$ cat src/rtl/arb_pkg.sv
// Shared constants and types for the eight-requester round-robin arbiter.
package arb_pkg;

  localparam int N_REQ = 8;
  localparam int IDX_W = 3;

  typedef enum logic {
    IDLE = 1'b0,
    BUSY = 1'b1
  } state_t;

  // Smallest width whose range covers 0 .. max_hold-1.
  function automatic int cnt_width(input int max_hold);
    int w;
    w = 8;
    for (int b = 8; b >= 1; b--) begin
      if ((32'sd1 << b) >= max_hold) begin
        w = b;
      end else begin
        w = w;
      end
    end
    return w;
  endfunction

endpackage

$ cat src/rtl/rr_pick8.sv
// Rotating-priority picker: first set request at or above ptr, wrapping 7 -> 0.
module rr_pick8
  import arb_pkg::*;
(
  input  logic [N_REQ-1:0] req,
  input  logic [IDX_W-1:0] ptr,
  output logic             found,
  output logic [IDX_W-1:0] idx
);

  logic [IDX_W-1:0] w_k;

  // Scan from the farthest offset down so the nearest set bit to ptr is written last.
  always_comb begin
    found = 1'b0;
    idx   = {IDX_W{1'b0}};
    w_k   = {IDX_W{1'b0}};
    for (int i = N_REQ - 1; i >= 0; i--) begin
      w_k = ptr + IDX_W'(i);
      if (req[w_k]) begin
        found = 1'b1;
        idx   = w_k;
      end else begin
        found = found;
      end
    end
  end

endmodule

$ cat src/rtl/rr_arbiter8.sv
// Eight-requester round-robin arbiter with registered one-hot grant.
// Define ARB_TIMEOUT_EN to enable the MAX_HOLD forced-release counter.
module rr_arbiter8
  import arb_pkg::*;
#(
  parameter int MAX_HOLD = 16
) (
  input  logic             clk,
  input  logic             rst_n,
  input  logic [N_REQ-1:0] req,
  input  logic             done,
  output logic [N_REQ-1:0] gnt,
  output logic [IDX_W-1:0] gnt_idx,
  output logic             gnt_valid,
  output logic             timeout
);

  if (MAX_HOLD < 2 || MAX_HOLD > 255) begin : g_bad_max_hold
    $error("rr_arbiter8: MAX_HOLD must be in 2..255");
  end

  state_t           r_state, w_state_nxt;
  logic [IDX_W-1:0] r_idx, w_idx_nxt;
  logic [IDX_W-1:0] r_ptr, w_ptr_nxt;
  logic             r_timeout, w_timeout_nxt;
  logic             w_found;
  logic [IDX_W-1:0] w_pick;
  logic             w_expired;
  logic             w_release;
  logic             w_new_grant;

  rr_pick8 u_pick (
    .req   (req),
    .ptr   (r_ptr),
    .found (w_found),
    .idx   (w_pick)
  );

`ifdef ARB_TIMEOUT_EN
  localparam int CNT_W = cnt_width(MAX_HOLD);

  logic [CNT_W-1:0] r_cnt, w_cnt_nxt;

  assign w_expired = (r_state == BUSY) && (r_cnt == CNT_W'(MAX_HOLD - 1));

  // Hold counter restarts on every grant, including a same-owner regrant, and saturates.
  always_comb begin
    w_cnt_nxt = r_cnt;
    if (w_new_grant) begin
      w_cnt_nxt = {CNT_W{1'b0}};
    end else if ((r_state == BUSY) && (r_cnt != {CNT_W{1'b1}})) begin
      w_cnt_nxt = r_cnt + {{(CNT_W-1){1'b0}}, 1'b1};
    end else begin
      w_cnt_nxt = r_cnt;
    end
  end

  always_ff @(posedge clk or negedge rst_n) begin
    if (!rst_n) begin
      r_cnt <= {CNT_W{1'b0}};
    end else begin
      r_cnt <= w_cnt_nxt;
    end
  end
`else
  assign w_expired = 1'b0;
`endif

  assign w_release = done | ~req[r_idx] | w_expired;

  // Next-state: a release hands over on the same edge; ptr already sits past the old owner.
  always_comb begin
    w_state_nxt   = r_state;
    w_idx_nxt     = r_idx;
    w_ptr_nxt     = r_ptr;
    w_timeout_nxt = 1'b0;
    w_new_grant   = 1'b0;
    case (r_state)
      IDLE: begin
        if (w_found) begin
          w_state_nxt = BUSY;
          w_idx_nxt   = w_pick;
          w_ptr_nxt   = w_pick + 3'd1;
          w_new_grant = 1'b1;
        end else begin
          w_idx_nxt = 3'd0;
        end
      end
      BUSY: begin
        if (w_release) begin
          w_timeout_nxt = w_expired & ~done & req[r_idx];
          if (w_found) begin
            w_idx_nxt   = w_pick;
            w_ptr_nxt   = w_pick + 3'd1;
            w_new_grant = 1'b1;
          end else begin
            w_state_nxt = IDLE;
            w_idx_nxt   = 3'd0;
          end
        end else begin
          w_state_nxt = BUSY;
        end
      end
      default: begin
        w_state_nxt = IDLE;
        w_idx_nxt   = 3'd0;
      end
    endcase
  end

  always_ff @(posedge clk or negedge rst_n) begin
    if (!rst_n) begin
      r_state   <= IDLE;
      r_idx     <= 3'd0;
      r_ptr     <= 3'd0;
      r_timeout <= 1'b0;
    end else begin
      r_state   <= w_state_nxt;
      r_idx     <= w_idx_nxt;
      r_ptr     <= w_ptr_nxt;
      r_timeout <= w_timeout_nxt;
    end
  end

  assign gnt       = (r_state == BUSY) ? (8'b0000_0001 << r_idx) : 8'h00;
  assign gnt_idx   = r_idx;
  assign gnt_valid = (r_state == BUSY);
  assign timeout   = r_timeout;

endmodule

$ cat config.mk
export PLATFORM = sky130hd
export DESIGN_NAME = rr_arbiter8
export DESIGN_NICKNAME = d
export VERILOG_FILES = /design/src/rtl/arb_pkg.sv /design/src/rtl/rr_pick8.sv /design/src/rtl/rr_arbiter8.sv
export SDC_FILE = /design/constraint.sdc
export NUM_CORES = 1
export LEC_CHECK = 0
export CORE_MARGIN = 1
export CORE_UTILIZATION = 54
export DETAILED_ROUTE_END_ITERATION = 10
export HOLD_SLACK_MARGIN = 0.12
export PLACE_DENSITY = 0.83
export RECOVER_POWER = 50
export SLEW_MARGIN = 20
export SYNTH_ARGS = -nofsm -noshare
export SYNTH_HDL_FRONTEND = slang
export SYNTH_SLANG_ARGS = --single-unit
$ cat constraint.sdc
create_clock -name clk -period 4.4 [get_ports clk]
set_clock_uncertainty 0.2 [all_clocks]
set_input_delay 0.44 -clock clk [delete_from_list [all_inputs] [get_ports clk]]
set_output_delay 0.44 -clock clk [all_outputs]
set_load 0.05 [all_outputs]
Word level (Yosys, flattened, before mapping). Index checks and enable logic that the tools add are counted.

Register bits: 7. Latch bits: 0. RAM bits: 0. Memory bits (read-only): 0. Input port bits: 11. Output and inout bits: 13. Logic and storage cells: 69. Memories kept: 0.

Add/subtract/negate cells: 8. Multipliers: 0. Divide/modulo/power cells: 0. $lt $le $gt $ge: 9. Eq/ne operators: 1. Shift operators: 1. Mux-type cells: 44. Bitwise gates (word level): 3. Reduce and logical (&&, ||, !) cells: 0.

Operators by type and width (count): < comparator 3 x 4 -> 1 bit (second input constant) (9); two-way mux 3 bit (12); binary-select mux 1 bit (select 3 bit) (9); two-way mux 1 bit (19); adder 3 bit (second input constant) (4); one-hot mux 3 bit (2 select lines) (2); two-way mux 8 bit (1); left shift 1 x 3 -> 8 bit (first input constant) (1); adder 3 x 1 -> 3 bit (second input constant) (2); adder 3 x 2 -> 3 bit (second input constant) (2); != test 2 x 1 -> 1 bit (second input constant) (1); inverter 1 bit (2); one-hot mux 1 bit (2 select lines) (1); OR 1 bit (1).

Logic depth before layout (Yosys ltp). Gate-level depths: netlist (run 1).

Depth after elaboration: 15. Depth in mapped cells: 15. Gate-level depth less buffers: 12.

Cells and area by module. Synthesis (run 1) repeated with hierarchy kept, for this count alone.

Cell total of the unflattened synthesis: 133. Area total of the unflattened synthesis: 1227.4 µm².

By module, submodules not included: rr_pick8 (times used 1, cells each 90, area each 782.0 µm², sequential area each 0.0 µm²); rr_arbiter8 (times used 1, cells each 43, area each 445.4 µm², sequential area each 175.2 µm²).

Worst setup path after synthesis (run 1). Ideal clock, no wire load.

Path kind: reg2reg. From: register r_ptr[1]. To: register r_ptr[2]. Setup time: 0.071 ns. Data arrival time: 3.301 ns. Data required time: 4.129 ns. Setup slack: 0.828 ns. Stages on the path, launching flop included: 15. Buffers on the path: 3. Clock period less this slack: 3.572 ns. Cells stage by stage: dfrtp_1 > buf_6 > clkbuf_1 > inv_1 > ha_1 > clkbuf_1 > mux4_2 > mux2i_1 > o32ai_1 > a211oi_2 > nor2_1 > mux2_4 > ha_1 > or3_1 > nand4_1.

Cells in the longest elaborated chain, start to end: 15. Elaborated cells between the ends (all ways): 43. Those cells by class: add/sub: 8; mux: 35.

RTL lines: start, declared (line rr_arbiter8.sv:24) `logic [IDX_W-1:0] r_ptr, w_ptr_nxt;`; start signal, assigned (line rr_arbiter8.sv:120) `r_ptr <= w_ptr_nxt;`; adder 3 bit (line rr_pick8.sv:19) `w_k = ptr + IDX_W'(i);`; binary-select mux 1 bit (select 3 bit) (line rr_pick8.sv:20) `if (req[w_k]) begin`; two-way mux 1 bit (implied by the code) (line rr_pick8.sv:20); two-way mux 3 bit (8 in a row) (line rr_pick8.sv:20); adder 3 x 1 -> 3 bit (line rr_arbiter8.sv:83, rr_arbiter8.sv:94); two-way mux 3 bit * (line rr_arbiter8.sv:80, rr_arbiter8.sv:92); two-way mux 3 bit (line rr_arbiter8.sv:90) `if (w_release) begin`; one-hot mux 3 bit (2 select lines) * (line rr_arbiter8.sv:78) `case (r_state)`.

Every way passes the cells marked *; elsewhere a longest branch is shown, timed or not. The select of a mux whose other input is x is not followed. A chain may end at the register's enable or synchronous reset.

Final worst setup path (run 1).
From: register r_ptr[0]. To: register r_ptr[2].

Same word-level chain as after synthesis.

==> results of run 1 <==
## final cells by class
type | instances | area, µm²
clock buffer | 4 | 26.28
fill | 197 | 819.5
inverter | 7 | 26.28
multi-input combinational | 134 | 1172
sequential | 7 | 175.2
tap | 30 | 37.54
timing repair buffer | 25 | 242.7
## worst paths after layout
path	start	to	slack (ps)	depth (start not counted)
setup / recovery	r_ptr[0]	r_ptr[2]	660	10
hold / removal	rst_n	gnt_idx[2]	310	1
setup reg to reg	r_ptr[0]	r_ptr[2]	660	10
hold reg to reg	r_ptr[1]	r_ptr[1]	430	2
max in group asynchronous	rst_n	gnt_valid	3440	1
min in group clk	r_ptr[1]	r_ptr[1]	430	2
## cells in the mapped netlist, types with 3 or more instances
| cell | count |
|---|---|
| a21oi_1 | 11 |
| buf_2 | 4 |
| clkbuf_1 | 4 |
| dfrtp_1 | 7 |
| ha_1 | 3 |
| inv_1 | 7 |
| mux2_1 | 4 |
| mux2_2 | 10 |
| mux2_4 | 3 |
| mux2i_1 | 5 |
| mux4_2 | 11 |
| nand2_1 | 7 |
| nand2b_1 | 5 |
| nand4_1 | 4 |
| nor2_1 | 16 |
| nor3_1 | 6 |
| nor4_1 | 5 |
| o21ai_0 | 6 |
| xnor2_1 | 3 |
## state kept, by name, indices dropped and copies added (netlist names)
name / count
r_ptr: 3
gnt_valid: 1
gnt_idx: 3
## worst register-to-register path: stages, from the launching register on
cell and delay (ps):
dfrtp_1 550, buf_4 320, mux4_1 740, mux2_1 440, o32ai_1 190, a211oi_2 90
nor2_1 130, mux2_4 320, ha_1 240, or3_1 380, nand4_1 90
## logic make-up (layout without fill, tap and decap cells)
family | count (synthesis) | in the layout | share of synthesized area, %
buffers and inverters | 18 | 36 | 6.348
DFF | 7 | 7 | 12.17
adders and majority gates | 3 | 3 | 2.609
AOI/OAI and AO/OA | 36 | 36 | 17.31
other | 1 | 1 | 0.2606
muxes | 35 | 35 | 38.43
xor gates and xnor gates | 5 | 5 | 3.044
and+or+nand+nor | 54 | 54 | 19.83
## through the flow
step / cells / hold WS, ps
floorplan: 159 / -55.59
global placement: 203 / 434.6
detailed placement: 203 / 429.5
CTS: 207 / 245.0
global route: 207 / 333.5
finish: 207 / 313.0
## per-layer routing
layer | vias to the layer above | wire (µm) | part of all wire, % | GRT usage, %
met5 | - | 0 | 0 | 0
met4 | 0 | 75 | 2.0 | 10.53
met3 | 8 | 237 | 6.3 | 5.367
met2 | 69 | 1800 | 48 | 48.13
met1 | 694 | 1640 | 44 | 40.67
li1 | 662 | - | - | -
==> flow_summary.yaml, run 1 <==
clock_network:
  clock_path_buffers: 2
  root_buffer: "clkbuf_4"
  cts.htree.levels: 1
  cts_tree: "done"
  cts_buffers: 3
  postCtsSetupBuffers: 0
  cts-resized-gates: 0
  cts_num_sinks: 7
  cts.clk_slew.worst_paths_ps: 50
  insertion_delay_ps: 260
  hold_buffers: 0
worst_setup_path:
  worstPathArrival_ps: 3740
  worstPathMaxFanout: 14
  required_ps: 4400
  start_kind: "flip-flop"
  cp_num_buf_inv: 1
  cp_slowest_cell: "mux4_1"
  cp_cell_sequence: "buf_4 > mux4_1 > mux2_1 > o32ai_1 > a211oi_2 > nor2_1 > mux2_4 > ha_1 > or3_1 > nand4_1"
  crit_path_end_kind: "flip-flop"
  slowest_delay_ps: 740
  crit_type: "flip-flop to flip-flop"
  critPathTopFamily: "multiplexers"
sta:
  slew_viol_final: 0
  worst_slack_ps: 657.8
  fmax_ghz: 0.2672
  tightest_slew_ps: 590.1
  setup_viol: 0
  max-slew-margin-rel_pct: 60.58
  rsz0062_at_grt: "no"
  finalSetupTns_ps: 0
  finalHoldViolCount: 0
  post-route-min-period_ps: 3742
  finalCritPeriodShare_pct: 85.05
status:
  status: "completed"
die:
  die_h_um: 53.62
  start_util_pct: 57.56
  ioPinCount: 24
  rows: 18
  dieWidth_um: 53.62
  core_um2: 2500
  die-area_um2: 2875
placed_design:
  io_buffers: 22
  dp_hpwl_mm: 2.816
  placed_area_um2: 1654
  pre_cts_slack_ps: 596.1
  gp_congestion: 0.9216
layout:
  diodes: 0
  fin_nets: 192
  finish.instance_area_um2: 1680
  mostFrequentLayoutCells: "16 x nor2_1, 16 x clkdlybuf4s50_1, 11 x mux4_2, 11 x a21oi_1, 10 x mux2_2"
  drive_gt1_share_pct: 19.21
  area_growth_pct: 16.78
  final_util_pct: 67.22
global_route:
  antenna_found_initial: 0
  grt_usage_pct: 30.10
  grt_max_degree: 18
  grt_pass1_vias: 1344
  overflow: 0
  grt_pass1_wl_mm: 6.279
synthesis:
  synth.area.top_cells: "mux4_2 17%, dfrtp_1 12%, mux2_2 7.8%, nor2_1 4.2%, a21oi_1 3.8%"
  synth_top_area_share_pct: 17.22
  synth_cell_type_count: 48
  syn-num-nets: 173
  synth_seq_cells: 7
  yosysWarnings: 0
  async_flop_share_pct: 100.0
  synth_edf_count: 0
  ys.flop_type: "dfrtp_1"
  netlist_instances: 159
  yosysTopAreaCell: "mux4_2"
  synth.yosys.seq_area_share_pct: 12.17
  synth.avg_cell_area_um2: 9.050
  netlist_area_um2: 1439
drt:
  drt_iter0_drc: 53
  wirelength_mm: 3.754
  wl_per_cell_um: 18.14
  num_vias: 1433
  ant_nets: 0
  firstDrtPassIters: 4
  drcViolationCount: 0
  vias_per_cell: 6.923
min_path:
  hold_path.class: "input pin to async pin"
run:
  maxCapViolCount: 0
Power of run 1 is left out: the tool's default activity adds up to more than one toggle a clock period on the data nets, which glitch-free logic cannot reach.
==> run 2: changes to the inputs <==
--- a/config.mk
+++ b/config.mk
@@ -11,7 +11,8 @@
 export HOLD_SLACK_MARGIN = 0.12
 export PLACE_DENSITY = 0.83
 export RECOVER_POWER = 50
-export SLEW_MARGIN = 20
+export SETUP_SLACK_MARGIN = 0.5
+export SLEW_MARGIN = 30
 export SYNTH_ARGS = -nofsm -noshare
 export SYNTH_HDL_FRONTEND = slang
 export SYNTH_SLANG_ARGS = --single-unit
==> flow_summary.yaml, run 2 (synthesized netlist as in run 1, its figures left out) <==
sta:
  finalSetupTns_ps: 0
  max-slew-margin-rel_pct: 60.58
  post-route-min-period_ps: 3631
  tightest_slew_ps: 590.1
  setup_viol: 0
  fmax_ghz: 0.2754
  rsz0062_at_grt: "no"
  slew_viol_final: 0
  finalCritPeriodShare_pct: 82.51
  finalHoldViolCount: 0
clock_network:
  cts_tree: "done"
  root_buffer: "clkbuf_4"
  clock_path_buffers: 2
  cts_buffers: 3
  postCtsSetupBuffers: 0
  cts.htree.levels: 1
  cts_num_sinks: 7
  cts.clk_slew.worst_paths_ps: 50
  insertion_delay_ps: 260
worst_setup_path:
  worstPathMaxFanout: 14
  r2r-end: "r_ptr[2]"
  timing.rr.start: "r_ptr[0]"
  cp-endpoint: "r_ptr[2]"
  startpoint: "r_ptr[0]"
  crit_type: "flip-flop to flip-flop"
  r2r_cells: 10
  start_kind: "flip-flop"
  required_ps: 4400
  worstPathArrival_ps: 3630
  r2r_slack_ps: 770
  crit_path_end_kind: "flip-flop"
drt:
  wirelength_mm: 3.754
  dr_wl_met2_mm: 1.800
  wl_per_cell_um: 18.14
  ant_nets: 0
  wl_met1_mm: 1.640
  routed-wl-met3_um: 237
  drt_iter0_drc: 53
  vias_per_cell: 6.923
  drcViolationCount: 0
  top_layer: "met4"
  num_vias: 1433
  firstDrtPassIters: 4
layout:
  mostFrequentLayoutCells: "16 x nor2_1, 16 x clkdlybuf4s50_1, 11 x mux4_2, 11 x a21oi_1, 10 x mux2_2"
  diodes: 0
  drive_gt1_share_pct: 19.77
  seq_area_um2: 176.4
  multi_input_area_um2: 1172
  fin_nets: 192
  area_growth_pct: 16.87
  fillers: 196
min_path:
  hold_path.class: "input pin to async pin"
die:
  die_h_um: 53.62
  rows: 18
  start_util_pct: 57.56
  ioPinCount: 24
  dieWidth_um: 53.62
  core_um2: 2500
  die-area_um2: 2875
placed_design:
  gp_congestion: 0.9216
  dp_hpwl_mm: 2.816
  io_buffers: 22
global_route:
  grt_pass1_wl_mm: 6.279
  grt_pass1_vias: 1344
  grt_max_degree: 18
  grt_usage_pct: 30.10
  overflow: 0
  antenna_found_initial: 0
run:
  maxCapViolCount: 0
status:
  status: "completed"
## run 2: worst min path at each step
stage	to	slack, ps	cells past startpoint
floorplan	gnt_idx[0]	-60	0
global placement	r_ptr[1]	430	2
detailed placement	r_ptr[1]	430	2
CTS	gnt_idx[1]	250	1
global route	gnt_idx[1]	330	1
finish	gnt_idx[2]	310	1
## run 2: per-layer routing
layer,vias up,track usage (%)
li1,662,-
met1,694,40.67
met2,69,48.13
met3,8,5.367
met4,0,10.53
met5,-,0
## run 2: stage by stage
stage	setup WS [ps]	utilization (%)	std cells	hold WS, ps	cell area [µm²]
6_report	769.4	67.27	207	312.9	1682
5_1_grt	562.6	67.27	207	333.4	1682
4_1_cts	670.9	67.22	207	245.0	1680
3_5_place_dp	596.1	66.17	203	429.5	1654
3_3_place_gp	675.7	66.17	203	434.6	1654
2_1_floorplan	828.4	-	159	-55.59	1439
## run 2: area by class of cell
type	instances	area share (%)
multi-input cells	134	69.72
repair buffers	25	14.43
flip-flops and latches	7	10.49
well taps	30	2.232
clock buffers	4	1.563
inverters	7	1.563
## run 2: worst max-delay path: stages, from the launching register on
cell and delay, ps:
dfrtp_2 470, buf_4 280, mux4_1 740, mux2_1 440, o32ai_1 190, a211oi_2 90, nor2_1 130, mux2_4 320
ha_1 240, or3_1 380, nand4_1 90
## run 2: timing repair
| item | CTS | global route |
|---|---|---|
| hold buffers | 0 | 0 |
| resized for setup | 0 | 1 |
| endpoints found under the setup margin | 0 | 1 |
Power of run 2 is left out for the same reason.
